[src/rtl/intersection_monitor_if.sv]
// Lamp bus observed by the intersection monitor, plus its fault/phase report.
// master = controller/supervisor side, slave = the monitor.
interface intersection_monitor_if;
  logic        NS_red;
  logic        NS_yellow;
  logic        NS_green;
  logic        EW_red;
  logic        EW_yellow;
  logic        EW_green;
  logic        fault_clr;
  logic [1:0]  phase;
  logic        phase_valid;
  logic        fault;
  logic [2:0]  fault_code;
  logic [15:0] cycle_count;

  modport master (
    output NS_red, NS_yellow, NS_green, EW_red, EW_yellow, EW_green, fault_clr,
    input  phase, phase_valid, fault, fault_code, cycle_count
  );

  modport slave (
    input  NS_red, NS_yellow, NS_green, EW_red, EW_yellow, EW_green, fault_clr,
    output phase, phase_valid, fault, fault_code, cycle_count
  );
endinterface

[src/rtl/intersection_monitor.sv]
// Passive checker for the intersection lamp bus: decodes phase, checks sequence and
// durations, latches the first fault. Duration checks: INTERSECTION_MONITOR_DURATION_CHECK_EN.
module intersection_monitor #(
  parameter int unsigned CLK_FREQ     = 50_000_000,
  parameter int unsigned GREEN_RED_ms = 200,
  parameter int unsigned YELLOW_ms    = 40,
  parameter int unsigned TOL_CYCLES   = 16
) (
  input logic                   clk,
  input logic                   rst_n,
  intersection_monitor_if.slave mon
);
  // 64-bit intermediates: ms * Hz overflows 32 bits at the default clock
  localparam logic [63:0]  T_GREEN_RED_L = 64'(GREEN_RED_ms) * 64'(CLK_FREQ) / 64'd1000;
  localparam logic [63:0]  T_YELLOW_L    = 64'(YELLOW_ms) * 64'(CLK_FREQ) / 64'd1000;
  localparam int unsigned  T_GREEN_RED   = 32'(T_GREEN_RED_L);
  localparam int unsigned  T_YELLOW      = 32'(T_YELLOW_L);
  localparam int unsigned  CYC_W         = 16;

  localparam logic [2:0] CODE_NONE     = 3'd0;
  localparam logic [2:0] CODE_CONFLICT = 3'd1;
  localparam logic [2:0] CODE_INVALID  = 3'd2;
  localparam logic [2:0] CODE_SEQ      = 3'd3;
`ifdef INTERSECTION_MONITOR_DURATION_CHECK_EN
  localparam int unsigned CNT_W      = 32;
  localparam logic [2:0]  CODE_SHORT = 3'd4;
  localparam logic [2:0]  CODE_LONG  = 3'd5;
  localparam logic [CNT_W-1:0] G_MIN = 32'(T_GREEN_RED - TOL_CYCLES);
  localparam logic [CNT_W-1:0] G_MAX = 32'(T_GREEN_RED + TOL_CYCLES);
  localparam logic [CNT_W-1:0] Y_MIN = 32'(T_YELLOW - TOL_CYCLES);
  localparam logic [CNT_W-1:0] Y_MAX = 32'(T_YELLOW + TOL_CYCLES);
`endif

  if (TOL_CYCLES >= T_YELLOW || TOL_CYCLES >= T_GREEN_RED) begin : g_tol_guard
    $error("intersection_monitor: TOL_CYCLES must be smaller than both nominal durations");
  end

  typedef enum logic [1:0] {MON_IDLE, MON_TRACK, MON_FAULT} state_e;
  typedef enum logic [1:0] {
    PH_NS_GREEN  = 2'b00,
    PH_NS_YELLOW = 2'b01,
    PH_EW_GREEN  = 2'b10,
    PH_EW_YELLOW = 2'b11
  } phase_e;

  state_e             state_q, state_d;
  phase_e             cur_q, cur_d;
  logic [5:0]         lamp_q;
  logic [1:0]         phase_q;
  logic               phase_valid_q;
  logic               fault_q, fault_d;
  logic [2:0]         code_q, code_d;
  logic [CYC_W-1:0]   cyc_q, cyc_d;
`ifdef INTERSECTION_MONITOR_DURATION_CHECK_EN
  logic [CNT_W-1:0]   cnt_q, cnt_d;
  logic               first_q, first_d;
  logic [CNT_W-1:0]   t_min_c, t_max_c;
`endif

  phase_e     dec_phase_c, succ_c;
  logic       dec_valid_c, conflict_c, changed_c;
  logic [2:0] hit_c;

  // Decode the registered lamp pattern: {NS r,y,g, EW r,y,g}
  always_comb begin
    dec_valid_c = 1'b1;
    dec_phase_c = PH_NS_GREEN;
    case (lamp_q)
      6'b001_100: dec_phase_c = PH_NS_GREEN;
      6'b010_100: dec_phase_c = PH_NS_YELLOW;
      6'b100_001: dec_phase_c = PH_EW_GREEN;
      6'b100_010: dec_phase_c = PH_EW_YELLOW;
      default:    dec_valid_c = 1'b0;
    endcase
  end

  assign conflict_c = (lamp_q[4] | lamp_q[3]) & (lamp_q[1] | lamp_q[0]);
  assign changed_c  = dec_valid_c && (dec_phase_c != cur_q);
  assign succ_c     = phase_e'(2'(cur_q + 2'd1));
`ifdef INTERSECTION_MONITOR_DURATION_CHECK_EN
  assign t_min_c = cur_q[0] ? Y_MIN : G_MIN;
  assign t_max_c = cur_q[0] ? Y_MAX : G_MAX;
`endif

  // Tracking checks in priority order; the first hit is the reported cause
  always_comb begin
    hit_c = CODE_NONE;
    if (conflict_c) begin
      hit_c = CODE_CONFLICT;
    end else if (!dec_valid_c) begin
      hit_c = CODE_INVALID;
    end else if (changed_c && (dec_phase_c != succ_c)) begin
      hit_c = CODE_SEQ;
    end
`ifdef INTERSECTION_MONITOR_DURATION_CHECK_EN
    else if (changed_c && !first_q && (cnt_q < t_min_c)) begin
      hit_c = CODE_SHORT;
    end else if (!changed_c && (cnt_q >= t_max_c)) begin
      hit_c = CODE_LONG;
    end
`endif
  end

  always_comb begin
    state_d = state_q;
    cur_d   = cur_q;
    fault_d = fault_q;
    code_d  = code_q;
    cyc_d   = cyc_q;
`ifdef INTERSECTION_MONITOR_DURATION_CHECK_EN
    cnt_d   = cnt_q;
    first_d = first_q;
`endif
    case (state_q)
      MON_IDLE: begin
        if (dec_valid_c) begin
          state_d = MON_TRACK;
          cur_d   = dec_phase_c;
`ifdef INTERSECTION_MONITOR_DURATION_CHECK_EN
          cnt_d   = 32'd1;
          first_d = 1'b1;
`endif
        end
      end
      MON_TRACK: begin
        if (hit_c != CODE_NONE) begin
          state_d = MON_FAULT;
          fault_d = 1'b1;
          code_d  = hit_c;
        end else if (changed_c) begin
          cur_d = dec_phase_c;
          if (cur_q == PH_EW_YELLOW) begin
            cyc_d = cyc_q + 16'd1;
          end
`ifdef INTERSECTION_MONITOR_DURATION_CHECK_EN
          cnt_d   = 32'd1;
          first_d = 1'b0;
`endif
        end
`ifdef INTERSECTION_MONITOR_DURATION_CHECK_EN
        else if (cnt_q != '1) begin
          cnt_d = cnt_q + 32'd1;
        end
`endif
      end
      MON_FAULT: begin
        // A pattern fault seen on the clearing cycle wins over the clear
        if (mon.fault_clr) begin
          if (conflict_c) begin
            code_d = CODE_CONFLICT;
          end else if (!dec_valid_c) begin
            code_d = CODE_INVALID;
          end else begin
            state_d = MON_IDLE;
            fault_d = 1'b0;
            code_d  = CODE_NONE;
          end
        end
      end
      default: state_d = MON_IDLE;
    endcase
  end

  always_ff @(posedge clk or negedge rst_n) begin
    if (!rst_n) begin
      state_q       <= MON_IDLE;
      cur_q         <= PH_NS_GREEN;
      lamp_q        <= '0;
      phase_q       <= '0;
      phase_valid_q <= 1'b0;
      fault_q       <= 1'b0;
      code_q        <= CODE_NONE;
      cyc_q         <= '0;
`ifdef INTERSECTION_MONITOR_DURATION_CHECK_EN
      cnt_q         <= '0;
      first_q       <= 1'b0;
`endif
    end else begin
      state_q       <= state_d;
      cur_q         <= cur_d;
      lamp_q        <= {mon.NS_red, mon.NS_yellow, mon.NS_green,
                        mon.EW_red, mon.EW_yellow, mon.EW_green};
      phase_valid_q <= dec_valid_c;
      if (dec_valid_c) begin
        phase_q <= dec_phase_c;
      end
      fault_q       <= fault_d;
      code_q        <= code_d;
      cyc_q         <= cyc_d;
`ifdef INTERSECTION_MONITOR_DURATION_CHECK_EN
      cnt_q         <= cnt_d;
      first_q       <= first_d;
`endif
    end
  end

  assign mon.phase       = phase_q;
  assign mon.phase_valid = phase_valid_q;
  assign mon.fault       = fault_q;
  assign mon.fault_code  = code_q;
  assign mon.cycle_count = cyc_q;
endmodule

[src/flat_wrapper.sv]
// flat-port wrapper written by rule: the top's interface ports become plain ports
module intersection_monitor_flat 
#(
  parameter int unsigned CLK_FREQ     = 50_000_000,
  parameter int unsigned GREEN_RED_ms = 200,
  parameter int unsigned YELLOW_ms    = 40,
  parameter int unsigned TOL_CYCLES   = 16
)
  (clk, rst_n, mon_NS_red, mon_NS_yellow, mon_NS_green, mon_EW_red, mon_EW_yellow, mon_EW_green, mon_fault_clr, mon_phase, mon_phase_valid, mon_fault, mon_fault_code, mon_cycle_count);
  intersection_monitor_if mon_i ();
  input logic clk;
  input logic rst_n;
  input wire logic [$bits(mon_i.NS_red)-1:0] mon_NS_red;
  input wire logic [$bits(mon_i.NS_yellow)-1:0] mon_NS_yellow;
  input wire logic [$bits(mon_i.NS_green)-1:0] mon_NS_green;
  input wire logic [$bits(mon_i.EW_red)-1:0] mon_EW_red;
  input wire logic [$bits(mon_i.EW_yellow)-1:0] mon_EW_yellow;
  input wire logic [$bits(mon_i.EW_green)-1:0] mon_EW_green;
  input wire logic [$bits(mon_i.fault_clr)-1:0] mon_fault_clr;
  output wire logic [$bits(mon_i.phase)-1:0] mon_phase;
  output wire logic [$bits(mon_i.phase_valid)-1:0] mon_phase_valid;
  output wire logic [$bits(mon_i.fault)-1:0] mon_fault;
  output wire logic [$bits(mon_i.fault_code)-1:0] mon_fault_code;
  output wire logic [$bits(mon_i.cycle_count)-1:0] mon_cycle_count;
  assign mon_i.NS_red = mon_NS_red;
  assign mon_i.NS_yellow = mon_NS_yellow;
  assign mon_i.NS_green = mon_NS_green;
  assign mon_i.EW_red = mon_EW_red;
  assign mon_i.EW_yellow = mon_EW_yellow;
  assign mon_i.EW_green = mon_EW_green;
  assign mon_i.fault_clr = mon_fault_clr;
  assign mon_phase = mon_i.phase;
  assign mon_phase_valid = mon_i.phase_valid;
  assign mon_fault = mon_i.fault;
  assign mon_fault_code = mon_i.fault_code;
  assign mon_cycle_count = mon_i.cycle_count;
  intersection_monitor #(.CLK_FREQ(CLK_FREQ), .GREEN_RED_ms(GREEN_RED_ms), .YELLOW_ms(YELLOW_ms), .TOL_CYCLES(TOL_CYCLES)) u_core (.clk(clk), .rst_n(rst_n), .mon(mon_i));
endmodule
[config.mk]
export PLATFORM = sky130hd
export DESIGN_NAME = intersection_monitor_flat
export DESIGN_NICKNAME = d
export VERILOG_FILES = /design/src/rtl/intersection_monitor_if.sv /design/src/rtl/intersection_monitor.sv /design/src/flat_wrapper.sv
export SDC_FILE = /design/constraint.sdc
export NUM_CORES = 1
export LEC_CHECK = 0
export CAP_MARGIN = 20
export CORE_AREA = 5 5 66 68
export DETAILED_ROUTE_END_ITERATION = 8
export DIE_AREA = 0 0 71 73
export MAX_ROUTING_LAYER = met4
export PLACE_DENSITY_LB_ADDON = 0.25
export SKIP_CTS_REPAIR_TIMING = 1
export SYNTH_ARGS = -nofsm -noshare
export SYNTH_HDL_FRONTEND = slang
export SYNTH_SLANG_ARGS = --single-unit
[constraint.sdc]
create_clock -name clk -period 2.08 [get_ports clk]
set_input_delay 0.52 -clock clk [delete_from_list [all_inputs] [get_ports clk]]
set_output_delay 0.52 -clock clk [all_outputs]
set_load 0.03 [all_outputs]
==> results.yml, run 1 <==
setup_path:
  arrival_ns: 2.33
  crit_chain: "and4bb_1 > o21ai_2 > xor2_2 > buf_4 > mux2i_2 > xnor2_2 > buf_4 > o31a_1"
  max_stage_delay_ns: 0.44
  required_ns: 2.25
  path_max_fanout: 5
  crit_path_top_delay_cell: "dfrtp_2"
  crit_buf_inv: 2
  crit_path_end_kind: "flop"
  path_delay_family: "flip-flops"
  timing.critical_path.mode_cell: "buf_4"
  start_kind: "flop"
  crit_type: "flop to flop"
synthesis:
  ys_warn_count: 0
  ys.flop_type: "dfrtp_1"
  ys_seq_elements: 32
  syn_nets: 166
  seq_area_frac_synth_pct: 49.6
  syn_inst: 155
  syn_area_um2: 1620
  syn_area_per_cell_um2: 10.4
  synth_cell_types: 46
  synth_edf_count: 0
  async_flop_share_pct: 100
timing:
  min_period_over_period_pct: 104
  worst_slack_ns: -0.0807
  finClkSkew_ns: 0.00397
  drv_slew: 0
  rsz0062_at_grt: "yes"
  period_needed_ns: 2.16
  hold_viol_final: 0
  holdWs_ns: 0.477
  finalSetupViolations: 12
  clock.fmax_mhz: 463
clock_tree:
  cts_buffers: 5
  cts_max_level: 2
  cts_root_buffer: "clkbuf_8"
  clock_path_buffers: 2
  tritoncts: "built"
  clk_latency_ns: 0.29
  path_clk_slew_ns: 0.06
  numClockSinks: 32
layout:
  fin_nets: 215
  diodes: 0
  instances_no_fill: 254
  syn2layout_area_growth_pct: 42.8
  nFillCells: 333
  drive_gt1_share_pct: 25.0
drt:
  drt_first_pass_iters: 4
  drc: 0
  drt_iter0_markers: 72
  wl_per_cell_um: 14.4
  avgViaCountPerCell: 5.19
  ant_nets: 0
  wl_um: 3660
  dr_total_vias: 1318
power:
  clkPwrFrac_pct: 31.0
  leakage_nw: 1.03
  p_comb_share_pct: 25.5
  p_sw_mw: 0.483
  internal_power_mw: 1.17
  cellPowerDensity_nw_per_um2: 717
  sw_frac_of_total_pct: 29.2
  vdd_ir_drop_max_uv: 402
  seqPwrFrac_pct: 43.5
grt:
  grt_pass1_wl_um: 6380
  grt_use_total_pct: 15.9
  antenna_found_initial: 0
  grt_pass1_vias: 1405
  grt.overflow.total: 0
  grt_max_degree: 33
floorplan:
  die_x_um: 71
  rows: 23
  dieArea_um2: 5180
  start_util_pct: 42.5
  core_area_um2: 3800
  pin_count: 32
  die_y_um: 73
worst_hold_path:
  hold_path.class: "flop to flop"
run_status:
  status: "finished with violations"
  violations: "negative setup slack"
job:
  drv_cap: 0
placed_design:
  portBuffers: 30
  hpwlAfterDp_um: 2620
  place_congestion: 0.834
  dpl.cell_count: 246
==> per-layer routing <==
| metal | up-vias | share of wire [%] | global-route usage [%] |
|---|---|---|---|
| met5 | - | 0 | - |
| met4 | 0 | 1.4 | 5.22 |
| met3 | 5 | 3.8 | 4.41 |
| met2 | 25 | 50 | 25.6 |
| met1 | 642 | 44 | 19.4 |
| li1 | 646 | - | - |
==> power by group through the flow <==
stage | registers (mW) | logic [mW] | clock network [mW]
3_5_place_dp | 0.731 | 0.414 | 0
6_report | 0.720 | 0.422 | 0.514
3_3_place_gp | 0.726 | 0.403 | 0
5_1_grt | 0.728 | 0.462 | 0.554
4_1_cts | 0.720 | 0.417 | 0.527
2_1_floorplan | 0.786 | 0.181 | 0
==> worst register-to-register path: cells and delay by family, from the launching register on <==
kind	cells	cell delay, ns
AO/OA/AOI/OAI	2	0.44
XOR/XNOR	2	0.37
buffers and inverters	2	0.33
flip-flops	1	0.44
multiplexers	1	0.24
AND/OR/NAND/NOR	1	0.23
==> state kept, by name, indices dropped and copies added, names as in the netlist <==
register / cells
u_core.mon.cycle_count: 16
u_core.lamp_q: 6
u_core.cur_q: 2
u_core.mon.fault_code: 2
u_core.mon.phase: 2
u_core.state_q: 2
u_core.mon.fault: 1
u_core.mon.phase_valid: 1
==> synthesized netlist by cell type (2+ instances only) <==
master | number | area, um2
dfrtp_1 | 32 | 801
nor2_1 | 13 | 48.8
nand2_1 | 12 | 45.0
xnor2_1 | 9 | 78.8
xor2_1 | 9 | 78.8
nand4_1 | 8 | 50.1
o21ai_0 | 7 | 35.0
a21oi_1 | 5 | 25.0
clkbuf_1 | 5 | 18.8
and3_1 | 4 | 25.0
inv_1 | 4 | 15.0
mux2i_1 | 3 | 30.0
a31oi_1 | 2 | 12.5
and2_1 | 2 | 12.5
buf_2 | 2 | 10.0
ha_1 | 2 | 25.0
nand2b_1 | 2 | 12.5
nand3_1 | 2 | 10.0
nand3b_1 | 2 | 15.0
nor3_1 | 2 | 10.0
nor4_1 | 2 | 12.5
o31a_1 | 2 | 17.5
==> final timing paths <==
kind | startpoint | end | slack, ns | depth (start not counted)
max reg2reg | u_core.lamp_q[5]$_DFF_PN0_ | u_core.mon.fault$_DFFE_PN0P_ | -0.08 | 8
min in group asynchronous | rst_n | u_core.lamp_q[5]$_DFF_PN0_ | 0.63 | 2
min reg2reg | u_core.mon.cycle_count[15]$_DFFE_PN0P_ | u_core.mon.cycle_count[15]$_DFFE_PN0P_ | 0.48 | 1
min | u_core.mon.cycle_count[15]$_DFFE_PN0P_ | u_core.mon.cycle_count[15]$_DFFE_PN0P_ | 0.48 | 1
max in group asynchronous | rst_n | u_core.lamp_q[0]$_DFF_PN0_ | 1.14 | 2
max | u_core.lamp_q[5]$_DFF_PN0_ | u_core.mon.fault$_DFFE_PN0P_ | -0.08 | 8
==> metrics by stage <==
stage | setup WS (ns) | power [mW] | instance area [um2] | util [%] | TNS [ns]
2_1_floorplan | -0.0568 | 0.967 | 1670 | - | -0.110
6_report | -0.0807 | 1.66 | 2310 | 60.7 | -0.488
3_3_place_gp | -0.0754 | 1.13 | 2130 | 56.1 | -0.422
3_5_place_dp | -0.129 | 1.14 | 2130 | 56.1 | -1.06
5_1_grt | -0.190 | 1.74 | 2310 | 60.7 | -2.94
4_1_cts | -0.137 | 1.66 | 2230 | 58.7 | -1.21
==> layout by cell type, fill, tap and decap left out, types with 2 or more instances in the layout <==
master and n:
clkdlybuf4s50_1 30, dfrtp_1 29, buf_4 19, nand2_1 11
nor2_1 9, xnor2_1 8, nand4_1 8, xor2_1 8
o21ai_0 7, clkbuf_8 7, a21oi_1 5, inv_1 4
and3_1 4, nor4_4 3, nor2_2 3, dfrtp_2 3
xor2_2 2, nand3b_1 2, nand2b_1 2, and2_1 2
nor3_2 2, a31oi_1 2, mux2i_1 2, o31a_1 2
ha_1 2
==> final cells by class <==
type,instances,area (um2),area share [%]
well taps,50,62.6,2.71
inverters,4,15.0,0.651
repair buffers,50,454,19.7
multi-input cells,111,875,37.9
flip-flops and latches,32,805,34.9
clock buffers,7,96.3,4.18
==> kinds of logic (layout without fill, tap and decap cells) <==
| logic type | count (synthesis) | count (layout) | synth area share [%] |
|---|---|---|---|
| buf+inv | 12 | 61 | 3.18 |
| flops | 32 | 32 | 49.6 |
| mux | 4 | 4 | 2.56 |
| xor+xnor | 19 | 19 | 10.8 |
| fa+ha+maj | 2 | 2 | 1.55 |
| simple gates | 58 | 58 | 21.0 |
| compound gates | 27 | 27 | 11.2 |
| other cells | 1 | 1 | 0.232 |
No activity file was read; power rests on OpenSTA's default activity.
==> inputs of run 2 (changes only) <==
--- a/config.mk
+++ b/config.mk
@@ -7,6 +7,7 @@
 export LEC_CHECK = 0
 export CAP_MARGIN = 20
 export CORE_AREA = 5 5 66 68
+export CTS_CLUSTER_DIAMETER = 50
 export DETAILED_ROUTE_END_ITERATION = 8
 export DIE_AREA = 0 0 71 73
 export MAX_ROUTING_LAYER = met4
==> results of run 2 <==
No change in the layout: final DEF, timing and power equal those of run 1.
